## src/rtl/multiplier.sv

```systemverilog
// Sequential WIDTH x WIDTH shift-add multiplier with start/done handshake.
// Produces a 2*WIDTH product on hi/lo after WIDTH+1 edges from an accepted start.
// Optional feature: define MULT_SIGNED_EN to honour is_signed (two's-complement
// product via magnitude conversion and a final negate). Without it every
// product is unsigned and is_signed is ignored.
module multiplier #(
  parameter int unsigned WIDTH = 32
) (
  input  logic             clk,
  input  logic             rst,
  input  logic             start,
  input  logic [WIDTH-1:0] dataA,
  input  logic [WIDTH-1:0] dataB,
  input  logic             is_signed,
  output logic             busy,
  output logic             done,
  output logic [WIDTH-1:0] hi,
  output logic [WIDTH-1:0] lo
);

  localparam int unsigned CntW = (WIDTH > 1) ? $clog2(WIDTH) : 1;
  localparam logic [CntW-1:0] LastIter = CntW'(WIDTH - 1);

  localparam logic [1:0] StIdle = 2'd0;
  localparam logic [1:0] StRun  = 2'd1;
  localparam logic [1:0] StDone = 2'd2;

  logic [1:0]         state_q, state_d;
  logic [2*WIDTH-1:0] p_q, p_d;
  logic [WIDTH-1:0]   mcand_q, mcand_d;
  logic [CntW-1:0]    cnt_q, cnt_d;
  logic               busy_q, busy_d;
  logic               done_q, done_d;
  logic [WIDTH-1:0]   hi_q, hi_d;
  logic [WIDTH-1:0]   lo_q, lo_d;

  logic [WIDTH:0]     sum;
  logic [2*WIDTH-1:0] result;
  logic [WIDTH-1:0]   a_mag, b_mag;

`ifdef MULT_SIGNED_EN
  logic neg_q, neg_d;
  logic a_neg, b_neg;

  // Magnitude conversion of the operands for a signed request
  always_comb begin
    a_neg = is_signed & dataA[WIDTH-1];
    b_neg = is_signed & dataB[WIDTH-1];
    a_mag = a_neg ? (~dataA + 1'b1) : dataA;
    b_mag = b_neg ? (~dataB + 1'b1) : dataB;
    neg_d = neg_q;
    if (state_q == StIdle && start) begin
      neg_d = a_neg ^ b_neg;
    end
    result = neg_q ? (~p_q + 1'b1) : p_q;
  end

  // Sign flag register
  always_ff @(posedge clk) begin
    if (!rst) begin
      neg_q <= 1'b0;
    end else begin
      neg_q <= neg_d;
    end
  end
`else
  logic unused_is_signed;
  assign unused_is_signed = is_signed;

  // Unsigned only: operands pass straight through
  always_comb begin
    a_mag  = dataA;
    b_mag  = dataB;
    result = p_q;
  end
`endif

  // Next-state logic for the FSM, datapath and registered outputs
  always_comb begin
    state_d = state_q;
    p_d     = p_q;
    mcand_d = mcand_q;
    cnt_d   = cnt_q;
    busy_d  = 1'b0;
    done_d  = 1'b0;
    hi_d    = hi_q;
    lo_d    = lo_q;
    sum     = {1'b0, p_q[2*WIDTH-1:WIDTH]};
    case (state_q)
      StIdle: begin
        if (start) begin
          mcand_d = a_mag;
          p_d     = {{WIDTH{1'b0}}, b_mag};
          cnt_d   = '0;
          state_d = StRun;
        end
      end
      StRun: begin
        // Carry is kept in the extra adder bit and shifted into P
        if (p_q[0]) begin
          sum = {1'b0, p_q[2*WIDTH-1:WIDTH]} + {1'b0, mcand_q};
        end
        p_d    = {sum, p_q[WIDTH-1:1]};
        cnt_d  = cnt_q + 1'b1;
        busy_d = 1'b1;
        if (cnt_q == LastIter) begin
          state_d = StDone;
        end
      end
      StDone: begin
        p_d     = result;
        hi_d    = result[2*WIDTH-1:WIDTH];
        lo_d    = result[WIDTH-1:0];
        done_d  = 1'b1;
        state_d = StIdle;
      end
      default: begin
        state_d = StIdle;
      end
    endcase
  end

  // State and output registers; reset aborts any operation in flight
  always_ff @(posedge clk) begin
    if (!rst) begin
      state_q <= StIdle;
      p_q     <= '0;
      mcand_q <= '0;
      cnt_q   <= '0;
      busy_q  <= 1'b0;
      done_q  <= 1'b0;
      hi_q    <= '0;
      lo_q    <= '0;
    end else begin
      state_q <= state_d;
      p_q     <= p_d;
      mcand_q <= mcand_d;
      cnt_q   <= cnt_d;
      busy_q  <= busy_d;
      done_q  <= done_d;
      hi_q    <= hi_d;
      lo_q    <= lo_d;
    end
  end

  assign busy = busy_q;
  assign done = done_q;
  assign hi   = hi_q;
  assign lo   = lo_q;

endmodule

```

## config.mk

```make
export PLATFORM = sky130hd
export DESIGN_NAME = multiplier
export DESIGN_NICKNAME = d
export VERILOG_FILES = /design/src/rtl/multiplier.sv
export SDC_FILE = /design/constraint.sdc
export NUM_CORES = 1
export LEC_CHECK = 0
export CAP_MARGIN = 20
export CORE_AREA = 3 3 123 125
export CTS_CLUSTER_SIZE = 30
export DETAILED_ROUTE_END_ITERATION = 10
export DIE_AREA = 0 0 126 128
export GPL_TIMING_DRIVEN = 0
export PLACE_DENSITY = 0.82
export SLEW_MARGIN = 20
export SYNTH_ARGS = -nofsm -noshare
export SYNTH_HDL_FRONTEND = slang
export SYNTH_SLANG_ARGS = --single-unit
```

## constraint.sdc

```tcl
create_clock -name clk -period 5.3 [get_ports clk]
set_clock_uncertainty 0.05 [all_clocks]
set_input_delay 1.06 -clock clk [delete_from_list [all_inputs] [get_ports clk]]
set_output_delay 1.06 -clock clk [all_outputs]
set_load 0.02 [all_outputs]
```

==> impl_metrics.csv, run 1 <==
group,metric,value,unit
outcome,outcome,"complete, no violations",
synthesis,synth_compound_gate_area_share,25.7,%
detailed_routing,drt-pass1-iter-count,7,
synthesis,postSynthAreaPerCell,7.87,sq um
worst_hold_path,worst_hold_path.num_cells,2,
sta,sum_neg_setup_slack,0,ps
finish,final_cell_count_no_fill,1371,
global_routing,grt_overflow,0,
sta,maxClockFrequency,319,MHz
floorplanning,floorplan.die_area,16100,sq um
sta,max_slew.worst_pin.slew,795,ps
sta,final-max-slew-violation-count,0,
detailed_routing,drt_wl_total,23300,um
critical_path,critPathBufInv,0,
finish,sequential_cell_area,3380,sq um
finish,final_layout_size_suffix_gt1_share,4.20,%
critical_path,worst-setup-path-type,"reg2reg",
finish,design_area,10200,sq um
critical_path,crit_path_max_fo,5,
critical_path,critPathRequiredTime,5550,ps
critical_path,cp.depth,9,
synthesis,syn-num-nets,1130,
sta,rsz0062_at_grt,"false",
finish,fin_util,73.0,%
sta,post-route-period-util,59.2,%
synthesis,area_of_the_mapped_netlist,8080,sq um
floorplanning,dieWidth,126,um
sta,slew_headroom,47.0,%
power_and_ir_drop,power.ir.vdd_worst,0.221,mV
clocking,clock_insertion_delay_worst_skew,440,ps
finish,fillerInstances,1122,
clocking,postCtsResizedCells,0,
power_and_ir_drop,power.static_leakage,0.00377,uW
detailed_routing,drc,0,
global_routing,vias_in_the_first_global_route,7665,
clocking,cts.reportedPaths.clkPinSlew,70,ps
floorplanning,core_area,14000,sq um
floorplanning,dieHeight,128,um
detailed_routing,detailedRoute.firstIterationViolations,720,
sta,final-hold-violation-count,0,
clocking,count_of_hold_buffers_inserted_by_post_cts_repair,0,
critical_path,critical-path-top-cell-by-count,"o21ai_2",
clocking,clock_sinks,169,
run,max-cap-violations,0,
finish,area.growth.synth_to_final,26.5,%
finish,multi_input_area,4380,sq um
global_routing,first_pass_grt_wire_length,37900,um
synthesis,synthSimpleGateAreaFrac,19.2,%
synthesis,synth.largest_area_cell,"dfxtp_1",
synthesis,yosys_warnings,0,
power_and_ir_drop,power.density_cell_area,282,nW/um^2
clocking,cts_inserted_buffers,17,
synthesis,portion_of_netlist_area_occupied_by_mux_cells,1.04,%
synthesis,async_flop_share,0,%
critical_path,worst_path_max_delay_cell,"a2111oi_4",
detailed_routing,route.vias.total,8085,
placement,place.port_buffers,132,
critical_path,critical_path.startpoint_type,"register",
detailed_routing,postRouteAntennaNets,0,
critical_path,critPathCaptureType,"register",
global_routing,total_routing_usage_reported_by_global_routing,28.7,%
worst_hold_path,worst_hold_path_type,"reg2reg",
synthesis,synthDominantCellAreaShare,41.9,%
critical_path,arrival,3390,ps
synthesis,syn-instance-count,1027,
clocking,cts_tree,"yes",
placement,detailedPlacementHpwl,16800,um
placement,number_of_placed_instances_taps_included,1339,
floorplanning,pin_count,134,
critical_path,r2r_cells,9,
power_and_ir_drop,fin_total_pwr,2880,uW
synthesis,dominant_cells_by_area_after_synthesis,"dfxtp_1 42%, nand2_1 12%, a21oi_1 10%",
synthesis,yosysUniqueCellTypes,58,
clocking,cts_root_cell,"clkbuf_16",
clocking,post_cts.repair.setup_buffers,0,
detailed_routing,vias_per_cell,5.90,
critical_path,crit_family,"compound AO/OA/AOI/OAI gates",
synthesis,synth_seq_area_share,41.9,%
clocking,cts.htree.levels,4,
floorplanning,floorplan.initialDensity,57.8,%
synthesis,synth_fa_ha_area_share,5.51,%
detailed_routing,wire_per_inst,17.0,um
critical_path,crit_path_cell_trace,"ha_1 > fa_1 > a211oi_1 > o21ai_2 > a2111oi_4 > o21ai_2 > a221oi_2 > xor2_1 > a31oi_1",
global_routing,antenna_found_initial,0,
synthesis,synth_enable_flop_cells,0,
finish,n_antenna_cell,0,
synthesis,largest_family_of_logic_cells_by_synthesized_area,"compound AO/OA/AOI/OAI gates",
floorplanning,rows,43,
sta,period_minus_slack,3140,ps
synthesis,ys_ff_latch,169,
placement,place_area,9630,sq um
clocking,cts_max_path_buffers,2,
global_routing,largest_net_degree_at_the_start_of_global_routing,17,
placement,gpl.final_weighted_congestion,0.974,
finish,finish.net_count,1281,
synthesis,post_synth_xor_area_fraction,2.71,%
critical_path,max_stage_delay,440,ps
sta,setup_viol,0,
synthesis,synth_top_flop_cell,"dfxtp_1",
-- final timing paths --
check,endpoint,from,slack (ps)
setup reg to reg,p_q[59]$_SDFFE_PN0P_,p_q[32]$_SDFFE_PN0P_,2160
setup / recovery,p_q[59]$_SDFFE_PN0P_,p_q[32]$_SDFFE_PN0P_,2160
hold / removal,lo[13]$_SDFFE_PN0P_,lo[13]$_SDFFE_PN0P_,400
hold reg to reg,lo[13]$_SDFFE_PN0P_,lo[13]$_SDFFE_PN0P_,400
-- synth_stat cells (all sizes together) (4+ instances only) --
master	n
nand4	8
xor2	18
inv	6
dfxtp	169
a22oi	48
a222oi	4
o211ai	8
nand2b	5
nor3	9
o21bai	5
and3	12
o21ai	27
buf	13
ha	34
nor2	41
mux2i	5
xnor2	7
nand3	15
or3	4
nor2b	4
nand2	264
a21o	13
clkbuf	64
a211oi	6
o31ai	4
o22ai	14
and2	4
a21oi	170
a31oi	13
-- metal layers --
layer | track usage, % | vias up | wire, um
met3 | 5.42 | 54 | 1750
li1 | - | 3932 | -
met1 | 36.8 | 3757 | 10000
met5 | 0 | - | 0
met4 | 10.6 | 0 | 578
met2 | 48.5 | 342 | 10900
-- layout make-up --
class                      instances  share of cell area, %
buffer                            77                   2.87
clock buffer                      19                   4.24
clock inverter                    13                   1.54
inverter                           6                  0.220
multi-input combinational        775                   42.9
sequential                       169                   33.1
tap                              180                   2.20
timing repair buffer             132                   12.9
-- report_power, final --
part           internal (uW)  leakage, uW  switching [uW]
combinational            108      0.00211             169
sequential              1310      0.00137            28.2
clock                    709     0.000291             558
total                   2120      0.00377             756
-- metrics by stage --
step	hold slack, ps	worst slack [ps]
global placement	392	2030
floorplan	390	2630
global route	425	1990
detailed placement	396	1950
CTS	406	2220
finish	404	2160
-- sequential cells by signal, indices dropped and copies added (netlist names) --
name / count
state_q: 2
hi: 32
busy: 1
mcand_q: 32
lo: 32
cnt_q: 5
p_q: 64
done: 1
-- placed cells by master (no fill, tap or decap), types with 5 or more instances in the layout --
master             n
a211oi_1           6
xor2_1            18
clkbuf_1          66
buf_1             10
nor2_1            41
nand3_1           15
nand4_1            8
o21bai_1           5
dfxtp_1          169
nand2_1          264
a31oi_1           13
clkbuf_16         17
ha_1              34
a21oi_1          169
a21o_1            12
and3_1            12
nor3_1             9
clkdlybuf4s50_1  132
inv_1              5
o211ai_1           8
a22oi_1           48
nand2b_1           5
o22ai_1           14
o21ai_0           25
mux2i_1            5
xnor2_1            7
inv_6              5
-- worst min-delay path, cell delays in order (launching register included) --
cell and delay (ps):
dfxtp_1 310, nand2_1 50, a21oi_1 50
-- logic make-up after synthesis --
group | after synthesis
AOI/OAI and AO/OA | 333
DFF | 169
and+or+nand+nor | 374
buffers and inverters | 83
muxes | 8
xor gates and xnor gates | 25
adders and majority gates | 35
No activity file was read; power rests on OpenSTA's default activity.
==> inputs of run 2 (changes only) <==
--- a/config.mk
+++ b/config.mk
@@ -6,12 +6,12 @@
 export NUM_CORES = 1
 export LEC_CHECK = 0
 export CAP_MARGIN = 20
-export CORE_AREA = 3 3 123 125
+export CORE_AREA = 3 3 127 129
 export CTS_CLUSTER_SIZE = 30
 export DETAILED_ROUTE_END_ITERATION = 10
-export DIE_AREA = 0 0 126 128
+export DIE_AREA = 0 0 130 132
 export GPL_TIMING_DRIVEN = 0
-export PLACE_DENSITY = 0.82
+export PLACE_DENSITY = 0.77
 export SLEW_MARGIN = 20
 export SYNTH_ARGS = -nofsm -noshare
 export SYNTH_HDL_FRONTEND = slang
==> constraint.sdc (replaced) <==
create_clock -name clk -period 3 [get_ports clk]
set_clock_uncertainty 0.05 [all_clocks]
set_input_delay 0.6 -clock clk [delete_from_list [all_inputs] [get_ports clk]]
set_output_delay 0.6 -clock clk [all_outputs]
set_load 0.02 [all_outputs]
==> impl_metrics.csv, run 2 (synthesized netlist as in run 1, its figures left out) <==
group,metric,value,unit
outcome,outcome,"complete, no violations",
floorplanning,floorplan.initialDensity,53.3,%
sta,maxClockFrequency,350,MHz
detailed_routing,detailedRoute.firstIterationViolations,550,
critical_path,worst_path_max_delay_cell,"a2111oi_4",
sta,final_critical_path_setup_slack,147,ps
power_and_ir_drop,power.ir.vdd_worst,0.424,mV
detailed_routing,wire_per_inst,16.7,um
sta,rsz0062_at_grt,"false",
finish,final_cell_mix,"264 x nand2_1, 169 x a21oi_1, 169 x dfxtp_1, 132 x clkdlybuf4s50_1, 64 x clkbuf_1",
detailed_routing,route.vias.total,7984,
clocking,count_of_hold_buffers_inserted_by_post_cts_repair,0,
floorplanning,rows,45,
critical_path,critPathCaptureType,"register",
global_routing,vias_in_the_first_global_route,7359,
global_routing,first_pass_grt_wire_length,36300,um
run,max-cap-violations,0,
floorplanning,dieWidth,130,um
clocking,cts_inserted_buffers,17,
clocking,cts_tree,"yes",
finish,sequential_cell_area,3380,sq um
sta,max_slew.worst_pin.slew,836,ps
sta,period_minus_slack,2850,ps
floorplanning,core_area,15100,sq um
critical_path,crit_path_cell_trace,"ha_1 > fa_2 > a211oi_2 > o21ai_2 > a2111oi_4 > o21ai_4 > o221ai_1 > xor2_1 > a31oi_1",
critical_path,critPathRequiredTime,3230,ps
clocking,cts.htree.levels,4,
global_routing,total_routing_usage_reported_by_global_routing,26.2,%
critical_path,max_stage_delay,430,ps
placement,gpl.final_weighted_congestion,0.938,
power_and_ir_drop,seq_power_share,46.5,%
power_and_ir_drop,power.static_leakage,0.00376,uW
sta,final-hold-violation-count,0,
finish,finish.net_count,1281,
placement,post-place-ws,-34.2,ps
detailed_routing,drt-pass1-iter-count,7,
sta,setup_viol,0,
global_routing,grt_overflow,0,
detailed_routing,postRouteAntennaNets,0,
critical_path,crit_family,"compound AO/OA/AOI/OAI gates",
clocking,cts_max_path_buffers,2,
critical_path,arrival,3080,ps
finish,area.growth.synth_to_final,26.9,%
placement,detailedPlacementHpwl,16900,um
global_routing,antenna_found_initial,0,
floorplanning,floorplan.die_area,17200,sq um
finish,max_reg_flops,64,
critical_path,critical_path.startpoint_type,"register",
global_routing,largest_net_degree_at_the_start_of_global_routing,17,
clocking,cts.reportedPaths.clkPinSlew,70,ps
finish,final_layout_size_suffix_gt1_share,4.53,%
critical_path,critPathBufInv,0,
sta,post-route-period-util,95.1,%
worst_hold_path,worst_hold_path_type,"reg2reg",
power_and_ir_drop,power.clock.fraction,43.8,%
sta,slew_headroom,44.3,%
finish,biggest_register,"p_q",
clocking,clock_sinks,169,
clocking,post_cts.repair.setup_buffers,0,
finish,fillerInstances,1301,
power_and_ir_drop,power.density_cell_area,494,nW/um^2
power_and_ir_drop,internal_power,3750,uW
power_and_ir_drop,comb_power_share,9.7,%
detailed_routing,drt_wl_total,23100,um
finish,n_antenna_cell,0,
clocking,clock_insertion_delay_worst_skew,420,ps
critical_path,worst-setup-path-type,"reg2reg",
sta,final-max-slew-violation-count,0,
finish,mostFrequentLayoutCell,"nand2_1",
sta,sum_neg_setup_slack,0,ps
detailed_routing,vias_per_cell,5.79,
placement,place.port_buffers,132,
detailed_routing,drc,0,
critical_path,crit_path_max_fo,5,
power_and_ir_drop,power_switching_share,26.1,%
floorplanning,pin_count,134,
finish,multi_input_area,4410,sq um
power_and_ir_drop,netSwitchingPower,1320,uW
clocking,cts_root_cell,"clkbuf_16",
floorplanning,dieHeight,132,um
run 2: per-layer routing:
metal	vias to the layer above	part of all wire [%]	wire, um	track usage, %
met1	3705	43	9930	34.6
met4	0	2.8	656	9.76
li1	3938	-	-	-
met2	292	48	11100	43.5
met3	49	6.1	1410	3.44
met5	-	0	0	0
run 2: through the flow:
step           std cells  util, %  hold WS [ps]  instance area, sq um  power [uW]
2_1_floorplan       1027        -           390                  8080        2680
3_3_place_gp        1347     63.6           392                  9640        2880
3_5_place_dp        1347     63.6           396                  9640        2890
4_1_cts             1379     67.6           406                 10200        5080
5_1_grt             1379     67.7           423                 10300        5220
6_report            1379     67.7           403                 10300        5070
run 2: cell type report:
type                    instances  share of cell area [%]
clock buffers                  17                    4.15
inverters                       6                   0.220
well taps                     188                    2.29
plain buffers                  77                    2.86
repair buffers                132                    12.9
flip-flops and latches        169                    33.0
clock inverters                15                    1.62
multi-input cells             775                    43.0
run 2: worst register-to-register path, delay by kind of cell (launching register included):
kind                       cells  cell delay, ps
DFF                            1             350
adders and majority gates      2             650
xor gates and xnor gates       1             250
AOI/OAI and AO/OA              6            1410
run 2: final timing paths:
path                                           start              endpoint  slack [ps]  cells past startpoint
worst min-delay path             lo[19]$_SDFFE_PN0P_   lo[19]$_SDFFE_PN0P_         400                      2
worst max-delay path            p_q[32]$_SDFFE_PN0P_  p_q[55]$_SDFFE_PN0P_         150                      9
worst max register to register  p_q[32]$_SDFFE_PN0P_  p_q[55]$_SDFFE_PN0P_         150                      9
worst min register to register   lo[19]$_SDFFE_PN0P_   lo[19]$_SDFFE_PN0P_         400                      2
run 2: what timing repair did:
action | 4_1_cts | 5_1_grt
resized for setup | 1 | 3
setup endpoints to repair | 3 | 4
pin swaps | 0 | 2
run 2: power groups by stage:
stage | Sequential, uW | Clock (uW) | Combinational, uW
final | 2360 | 2220 | 492
after global routing | 2360 | 2320 | 541
after CTS | 2360 | 2240 | 488
after detailed placement | 2410 | 0 | 483
after global placement | 2410 | 0 | 477
after floorplan | 2390 | 0 | 287
